### config.mk
export PLATFORM = sky130hd
export DESIGN_NAME = mux_rr_arb
export DESIGN_NICKNAME = d
export VERILOG_FILES = /design/src/rtl/mux_pkg.sv /design/src/rtl/mux_rr_arb_rr_pick.sv /design/src/rtl/mux_rr_arb.sv
export SDC_FILE = /design/constraint.sdc
export NUM_CORES = 1
export LEC_CHECK = 0
export CORE_MARGIN = 4
export CORE_UTILIZATION = 40
export CTS_CLUSTER_DIAMETER = 60
export DETAILED_ROUTE_END_ITERATION = 12
export PLACE_DENSITY = 0.87
export SYNTH_ARGS = -nofsm -noshare
export SYNTH_HDL_FRONTEND = slang
export SYNTH_SLANG_ARGS = --single-unit
### constraint.sdc
create_clock -name clk -period 6.8 [get_ports clk]
set_clock_uncertainty 0.05 [all_clocks]
set_input_delay 1.36 -clock clk [delete_from_list [all_inputs] [get_ports clk]]
set_output_delay 1.36 -clock clk [all_outputs]
set_load 0.01 [all_outputs]
### src/rtl/mux_pkg.sv
// -----------------------------------------------------------------------------
// mux_pkg
// Shared definitions for the round-robin multiplexing arbiter (mux_rr_arb):
//   MUX_N        default data width per channel (bits)
//   MUX_M        default number of input channels
//   mux_state_t  output-stage state: EMPTY (no data held) / FULL (data held)
//   wrap_inc()   (idx + 1) mod m, used to advance the round-robin pointer
// -----------------------------------------------------------------------------
package mux_pkg;

   localparam int unsigned MUX_N = 32;
   localparam int unsigned MUX_M = 4;

   typedef enum logic {
      EMPTY = 1'b0,
      FULL  = 1'b1
   } mux_state_t;

   // Increment modulo m without a divider: idx is always < m here.
   function automatic int unsigned wrap_inc(input int unsigned idx,
                                            input int unsigned m);
      return (idx + 1 >= m) ? 0 : idx + 1;
   endfunction

endpackage : mux_pkg

### src/rtl/mux_rr_arb_rr_pick.sv
// -----------------------------------------------------------------------------
// rr_pick
// Combinational round-robin priority picker. Starting at position ptr and
// wrapping from M-1 to 0, the first asserted request wins.
// Ports:
//   req      [M]      request vector
//   ptr      [IW]     search start position (0..M-1)
//   gnt      [M]      one-hot grant, all zero when no request
//   gnt_idx  [IW]     binary index of the granted request (0 when none)
//   gnt_any  [1]      at least one request was granted
// -----------------------------------------------------------------------------
module rr_pick
   import mux_pkg::*;
#(
   parameter int unsigned M = MUX_M
) (
   input  logic [M-1:0]         req,
   input  logic [$clog2(M)-1:0] ptr,
   output logic [M-1:0]         gnt,
   output logic [$clog2(M)-1:0] gnt_idx,
   output logic                 gnt_any
);

   localparam int unsigned IW = $clog2(M);

   // Position ptr + k folded back into 0..M-1 (both operands are < M).
   function automatic logic [IW-1:0] wrap_add(input logic [IW-1:0] base,
                                              input int unsigned   k);
      int unsigned s;
      s = 32'(base) + k;
      if (s >= M) s = s - M;
      return IW'(s);
   endfunction

   always_comb begin
      // NOTE: every output gets a default before the loop; a path that leaves
      // one unassigned would infer a latch.
      gnt     = '0;
      gnt_idx = '0;
      gnt_any = 1'b0;
      for (int unsigned k = 0; k < M; k++) begin
         if (!gnt_any && req[wrap_add(ptr, k)]) begin
            gnt_any                = 1'b1;
            gnt_idx                = wrap_add(ptr, k);
            gnt[wrap_add(ptr, k)]  = 1'b1;
         end
      end
   end

endmodule : rr_pick

### src/rtl/mux_rr_arb.sv
// -----------------------------------------------------------------------------
// mux_rr_arb
// M-input round-robin arbiter feeding a single registered output stage.
// One channel is accepted per cycle when the output register is empty or
// being drained; its data and index load into the output register.
//
// Ports:
//   clk        clock, all state on rising edge
//   rst        synchronous active-high reset
//   enable     block enable; 0 freezes state and masks all outputs to 0
//   in_valid   [M]    per-channel request
//   in_data    [M*N]  flattened channel data, channel i at [i*N +: N]
//   in_ready   [M]    per-channel accept, one-hot or zero
//   out_valid         output register holds valid data
//   out_data   [N]    registered selected data
//   out_ready         downstream accepts out_data
//   out_idx    [IW]   channel index of out_data
//   lock              (only with MUX_RR_ARB_LOCK_EN) restrict grants to the
//                     last granted channel and keep the pointer still
//
// Configuration macro: MUX_RR_ARB_LOCK_EN adds the lock input.
// Legal M range is 2..16.
// -----------------------------------------------------------------------------
module mux_rr_arb
   import mux_pkg::*;
#(
   parameter int unsigned N = MUX_N,
   parameter int unsigned M = MUX_M
) (
   input  logic                 clk,
   input  logic                 rst,
   input  logic                 enable,
`ifdef MUX_RR_ARB_LOCK_EN
   input  logic                 lock,
`endif
   input  logic [M-1:0]         in_valid,
   input  logic [M*N-1:0]       in_data,
   output logic [M-1:0]         in_ready,
   output logic                 out_valid,
   output logic [N-1:0]         out_data,
   input  logic                 out_ready,
   output logic [$clog2(M)-1:0] out_idx
);

   localparam int unsigned IW = $clog2(M);

   // Registered state and its next-state values.
   mux_state_t    state_q, state_d;
   logic [IW-1:0] ptr_q,   ptr_d;
   logic [N-1:0]  data_q,  data_d;
   logic [IW-1:0] idx_q,   idx_d;

   // Arbitration signals.
   logic [M-1:0]  eligible;
   logic [M-1:0]  gnt;
   logic [IW-1:0] gnt_idx;
   logic          gnt_any;
   logic          accept;
   logic          hold_ptr;
   logic [N-1:0]  sel_data;

   // ---------------------------------------------------------------------------
   // Request eligibility. Under lock only the previously granted channel
   // (ptr - 1 mod M) may win, and the pointer is not advanced so the same
   // channel stays eligible on the following cycles.
   // ---------------------------------------------------------------------------
`ifdef MUX_RR_ARB_LOCK_EN
   logic [IW-1:0] last_idx;

   always_comb begin
      last_idx = (ptr_q == '0) ? IW'(M - 1) : ptr_q - 1'b1;
      hold_ptr = lock;
      eligible = lock ? (in_valid & (M'(1) << last_idx)) : in_valid;
   end
`else
   always_comb begin
      hold_ptr = 1'b0;
      eligible = in_valid;
   end
`endif

   rr_pick #(
      .M (M)
   ) u_pick (
      .req     (eligible),
      .ptr     (ptr_q),
      .gnt     (gnt),
      .gnt_idx (gnt_idx),
      .gnt_any (gnt_any)
   );

   // An accept needs the block enabled, a winning request, and room in the
   // output register (empty, or being drained this same cycle). Reset blocks
   // any accept so no in_ready is raised while rst is high.
   assign accept   = enable && !rst && gnt_any &&
                     ((state_q == EMPTY) || out_ready);
   assign in_ready = accept ? gnt : '0;

   // Data mux driven by the one-hot grant: AND-OR avoids a wide indexed
   // select and depends on in_data only through the data path.
   always_comb begin
      sel_data = '0;
      for (int unsigned i = 0; i < M; i++) begin
         sel_data = sel_data | (in_data[i*N +: N] & {N{gnt[i]}});
      end
   end

   // ---------------------------------------------------------------------------
   // Next-state logic. With enable low nothing changes, including the drain
   // path, so the held entry survives a disabled period untouched.
   // ---------------------------------------------------------------------------
   always_comb begin
      state_d = state_q;
      ptr_d   = ptr_q;
      data_d  = data_q;
      idx_d   = idx_q;
      if (accept) begin
         state_d = FULL;
         data_d  = sel_data;
         idx_d   = gnt_idx;
         if (!hold_ptr) begin
            ptr_d = IW'(wrap_inc(32'(gnt_idx), M));
         end
      end else if (enable && (state_q == FULL) && out_ready) begin
         state_d = EMPTY;
      end
   end

   // Output-stage FSM and its registers.
   always_ff @(posedge clk) begin
      // NOTE: sequential state uses non-blocking assignments so every
      // register samples the values from before this edge.
      if (rst) begin
         state_q <= EMPTY;
         ptr_q   <= '0;
         data_q  <= '0;
         idx_q   <= '0;
      end else begin
         state_q <= state_d;
         ptr_q   <= ptr_d;
         data_q  <= data_d;
         idx_q   <= idx_d;
      end
   end

   // Outputs are the registers gated by enable.
   assign out_valid = enable && (state_q == FULL);
   assign out_data  = enable ? data_q : '0;
   assign out_idx   = enable ? idx_q  : '0;

endmodule : mux_rr_arb

# After elaboration in Yosys (flattened, before gate mapping)
# Cells that the tools add are included.
dict set report classes {
  n_addsub 8
  magnitude_cmp 17
  muxes 42
  bitwise 11
  n_reduce_logical 18
}
# operator n
set ops {}
lappend ops {{AND 32 bit} 4}
lappend ops {{OR 32 bit} 3}
lappend ops {{two-way mux 32 bit} 1}
lappend ops {{two-way mux 2 bit} 14}
lappend ops {{< comparator 2 x 3 -> 1 bit (second input constant)} 8}
lappend ops {{two-way mux 4 bit} 5}
lappend ops {{two-way mux 1 bit} 14}
lappend ops {{>= comparator 3 bit (second input constant)} 4}
lappend ops {{logical AND 1 bit} 12}
lappend ops {{OR 4 bit} 3}
lappend ops {{binary-select mux 1 bit (select 2 bit)} 4}
lappend ops {{demux 1 bit (select 2 bit)} 4}
lappend ops {{>= comparator 2 x 1 -> 1 bit (second input constant)} 4}
lappend ops {{subtractor 2 x 1 -> 2 bit (second input constant)} 4}
lappend ops {{adder 2 x 1 -> 3 bit (second input constant)} 2}
lappend ops {{adder 2 x 2 -> 3 bit (second input constant)} 2}
lappend ops {{logical NOT 1 bit} 4}
lappend ops {{>= comparator 2 x 3 -> 1 bit (second input constant)} 1}
lappend ops {{nonzero test 2 bit} 1}
lappend ops {{logical OR 1 bit} 1}
lappend ops {{inverter 1 bit} 1}
dict set report totals {
  ff_bits 37
  inputBits 136
}

# Longest topological paths before layout
dict set report depth {
  depth_word 24
  ltp_mapped 13
}

# By module
# From an unflattened synthesis, not the netlist that was laid out.
dict set report hier_totals {
  cells_unflattened 266
  hier_area_um2 2568.7
}
# mod n_inst cells_per_inst area_per_inst_um2
set modules_own_cells {}
lappend modules_own_cells {mux_rr_arb 1 221 2149.6}
lappend modules_own_cells {rr_pick 1 45 419.2}

# Least setup slack after synthesis
# Ideal clock, no wire load.
dict set report synth_timing {
  kind {register -> output}
  from {register (tool-made name)}
  to {output in_ready[1]}
  arrival_time_ps 3044
  required_time_ps 5390
  setup_slack_ps 2346
  stages_incl_launch_ff 12
  path_cell_list {dfxtp_1 buf_2 buf_1 inv_1 ha_1 mux4_2 buf_6 a221o_1 a32o_1 a21o_1 buf_6 and2_1}
}
# item line_no
set synth_lines {}
lappend synth_lines {{end: declaration} mux_rr_arb.sv:38} ;# output logic [M-1:0] in_ready,

==> flow_summary.ini <==
[setup_path]
crit_type = reg -> out
path_cells = inv_1, ha_1, mux4_2, a221o_1, a32o_1, a21o_1, buf_4, and2_1, clkdlybuf4s50_1
rr_worst_depth = 9
worst_path_max_delay_cell = dfxtp_1
r2r_slack_ns = 2.79
cp.required_ns = 5.39
r2r_end = data_q[17]$_SDFFE_PP0N_
slowest_delay_ns = 0.79
crit_path_end_kind = primary output
arrival_ns = 4.36
start_kind = flip-flop
cp_max_fo = 32

[yosys]
syn_area_per_cell_sq_um = 8.052
synth_edf_count = 0
synth-seq-cells = 37
netlist_instances = 342
yosys.area.top_type = dfxtp_1
yosysMostFrequentCell = nand3_1
synthTopCellsByCount = nand3_1 (72), and2_1 (40), dfxtp_1 (37)
syn_area_sq_um = 2754
yosys_warnings = 0
yosysSeqAreaShare_pct = 26.90
synth_top_area_share_pct = 26.90
ys_types = 51
syn_nets = 484
ys.flop_type = dfxtp_1
yosys-top-cells-area = dfxtp_1 (27%), nand3_1 (13%), and2_1 (9.1%)
synthArstFlopShare_pct = 0

[power_and_ir_drop]
clkPwrFrac_pct = 21.1
p_per_area_nw_per_um2 = 212.3
swShare_pct = 36.77
cellLeakagePower_nw = 1.711
switching_power_mw = 0.3605
combinationalPowerShare_pct = 48.5
seq_power_share_pct = 30.4
ir_drop_uv = 100.5
internal_power_mw = 0.6198
power.total_mw = 0.9803

[cts]
clock_sinks = 37
cts-buffers-inserted = 5
hold_buffers = 0
htree_levels = 2
path_clk_slew_ns = 0.08
cts.path.max_buffers = 2
cts_tree = done
clk_latency_ns = 0.29
root_buffer = clkbuf_8
cts_resized = 0
cts_setup_buffers = 0

[placement]
numPortBuffers = 174
dpl.cell_count = 566
place_hpwl_um = 8641
place.gp.congestion = 0.9433
placed_area_sq_um = 4502
dp_slack_ns = 1.095

[timing]
setup_tns_ns = 0
finalSetupViolations = 0
tightest_slew_ns = 1.034
setup_slack_ns = 1.033
hold_viol_final = 0
rsz0062_at_grt = false
min_period_ns = 5.767
post-route-period-util_pct = 84.80
hold_slack_ns = 0.4153
max_freq_mhz = 173.4
slew_violations = 0
relSlewSlack_pct = 30.88

[floorplan]
core_sq_um = 6531
dieWidth_um = 90.98
rows = 29
die-area_sq_um = 8276
die_h_um = 90.98
boundaryPins = 175
start_util_pct = 42.16

[min_path]
hold_path_depth = 2
min_from = idx_q[0]$_SDFFE_PP0N_
worstHoldEndpoint = idx_q[0]$_SDFFE_PP0N_
hold_path_class = reg -> reg

[status]
outcome = finished, final reports clean

[layout]
final_area_sq_um = 4618
final_nets = 638
fill_cells = 536
drive_gt1_share_pct = 6.841
instances_no_fill = 574
syn2layout_area_growth_pct = 67.70
utilization_pct = 70.71
diodes = 0

[route]
drt_wl_total_um = 11700
vias = 3523
drc = 0
drtAntennaViolNets = 0
first_pass_iters = 5
viasPerCell = 6.138
avgRoutedWirePerCell_um = 20.38
drtIter0Drc = 321

[global_routing]
grt_pass1_wl_um = 17840
overflow = 0
grt_pass1_vias = 3510
grt_max_degree = 50
grt_use_total_pct = 26.52
antenna_found_initial = 0

[job]
maxCapViolations = 0
==> metal layers <==
metal  vias to the layer above  part of all wire, %  GRT usage [%]  routed length (um)
met4                         0                  3.9          10.93                 460
met1                      1641                   39          31.65                4539
met2                       223                   47          44.33                5495
li1                       1627                    -              -                   -
met3                        32                   10          8.099                1204
met5                         -                    0              0                   0
==> kinds of logic (layout without fill, tap and decap cells) <==
group	after synthesis	after routing	share of synthesized area, %
simple gates	167	167	32.67
fa+ha+maj	6	6	2.726
flops	37	37	26.90
buf+inv	37	192	5.861
mux	8	8	4.043
xor+xnor	2	2	0.6362
compound gates	85	85	27.17
==> worst max-delay path, delay by kind of cell, from the launching register on <==
family                   cells  cell delay (ns)
flip-flops                   1             0.79
AND/OR/NAND/NOR              1             0.21
buffers and inverters        3             0.99
AO/OA/AOI/OAI                3             0.73
adder cells (fa/ha/maj)      1             0.61
multiplexers                 1             0.70
==> cell usage in the layout (no fill, tap or decap), types with 3 or more instances in the layout <==
| cell | n |
|---|---|
| a211oi_1 | 11 |
| nand2_1 | 11 |
| mux2_2 | 5 |
| clkdlybuf4s50_1 | 174 |
| a21oi_1 | 5 |
| ha_1 | 6 |
| a221oi_1 | 3 |
| a221oi_2 | 6 |
| nand2b_1 | 4 |
| nor2b_1 | 4 |
| clkbuf_8 | 6 |
| nand3b_1 | 3 |
| a22oi_1 | 9 |
| buf_4 | 7 |
| o21ai_0 | 5 |
| dfxtp_1 | 37 |
| nand4_1 | 4 |
| nand3_1 | 72 |
| and2_1 | 40 |
| a221o_1 | 4 |
| inv_1 | 3 |
| a222oi_1 | 23 |
| nor2_1 | 16 |
| o21ai_1 | 3 |
==> power by group through the flow <==
stage | logic [mW] | registers, mW | clock network, mW
2_1_floorplan | 0.291 | 0.283 | 0
5_1_grt | 0.511 | 0.303 | 0.215
6_report | 0.475 | 0.298 | 0.207
3_3_place_gp | 0.463 | 0.299 | 0
4_1_cts | 0.472 | 0.297 | 0.208
3_5_place_dp | 0.469 | 0.301 | 0
==> area by class of cell <==
cell class                 count  area (sq um)  area share [%]
clock buffer                   7         86.33           1.869
clock inverter                 1         30.03          0.6502
inverter                       3         11.26          0.2438
multi-input combinational    268          1859           40.26
sequential                    37         740.7           16.04
tap                           77         96.34           2.086
timing repair buffer         181          1794           38.85
==> registers in the layout, indices dropped and copies added, names as in the netlist, named ones only <==
register / flops
ptr_q: 1
state_q: 1
data_q: 32
idx_q: 2
==> worst max path at each step <==
stage / end / slack [ns] / cells past startpoint
floorplan: in_ready[1] / 2.35 / 11
global placement: in_ready[1] / 1.18 / 8
detailed placement: in_ready[1] / 1.10 / 8
CTS: in_ready[1] / 1.07 / 9
global route: in_ready[1] / 0.84 / 9
finish: in_ready[1] / 1.03 / 9
No activity file was read; power rests on OpenSTA's default activity.
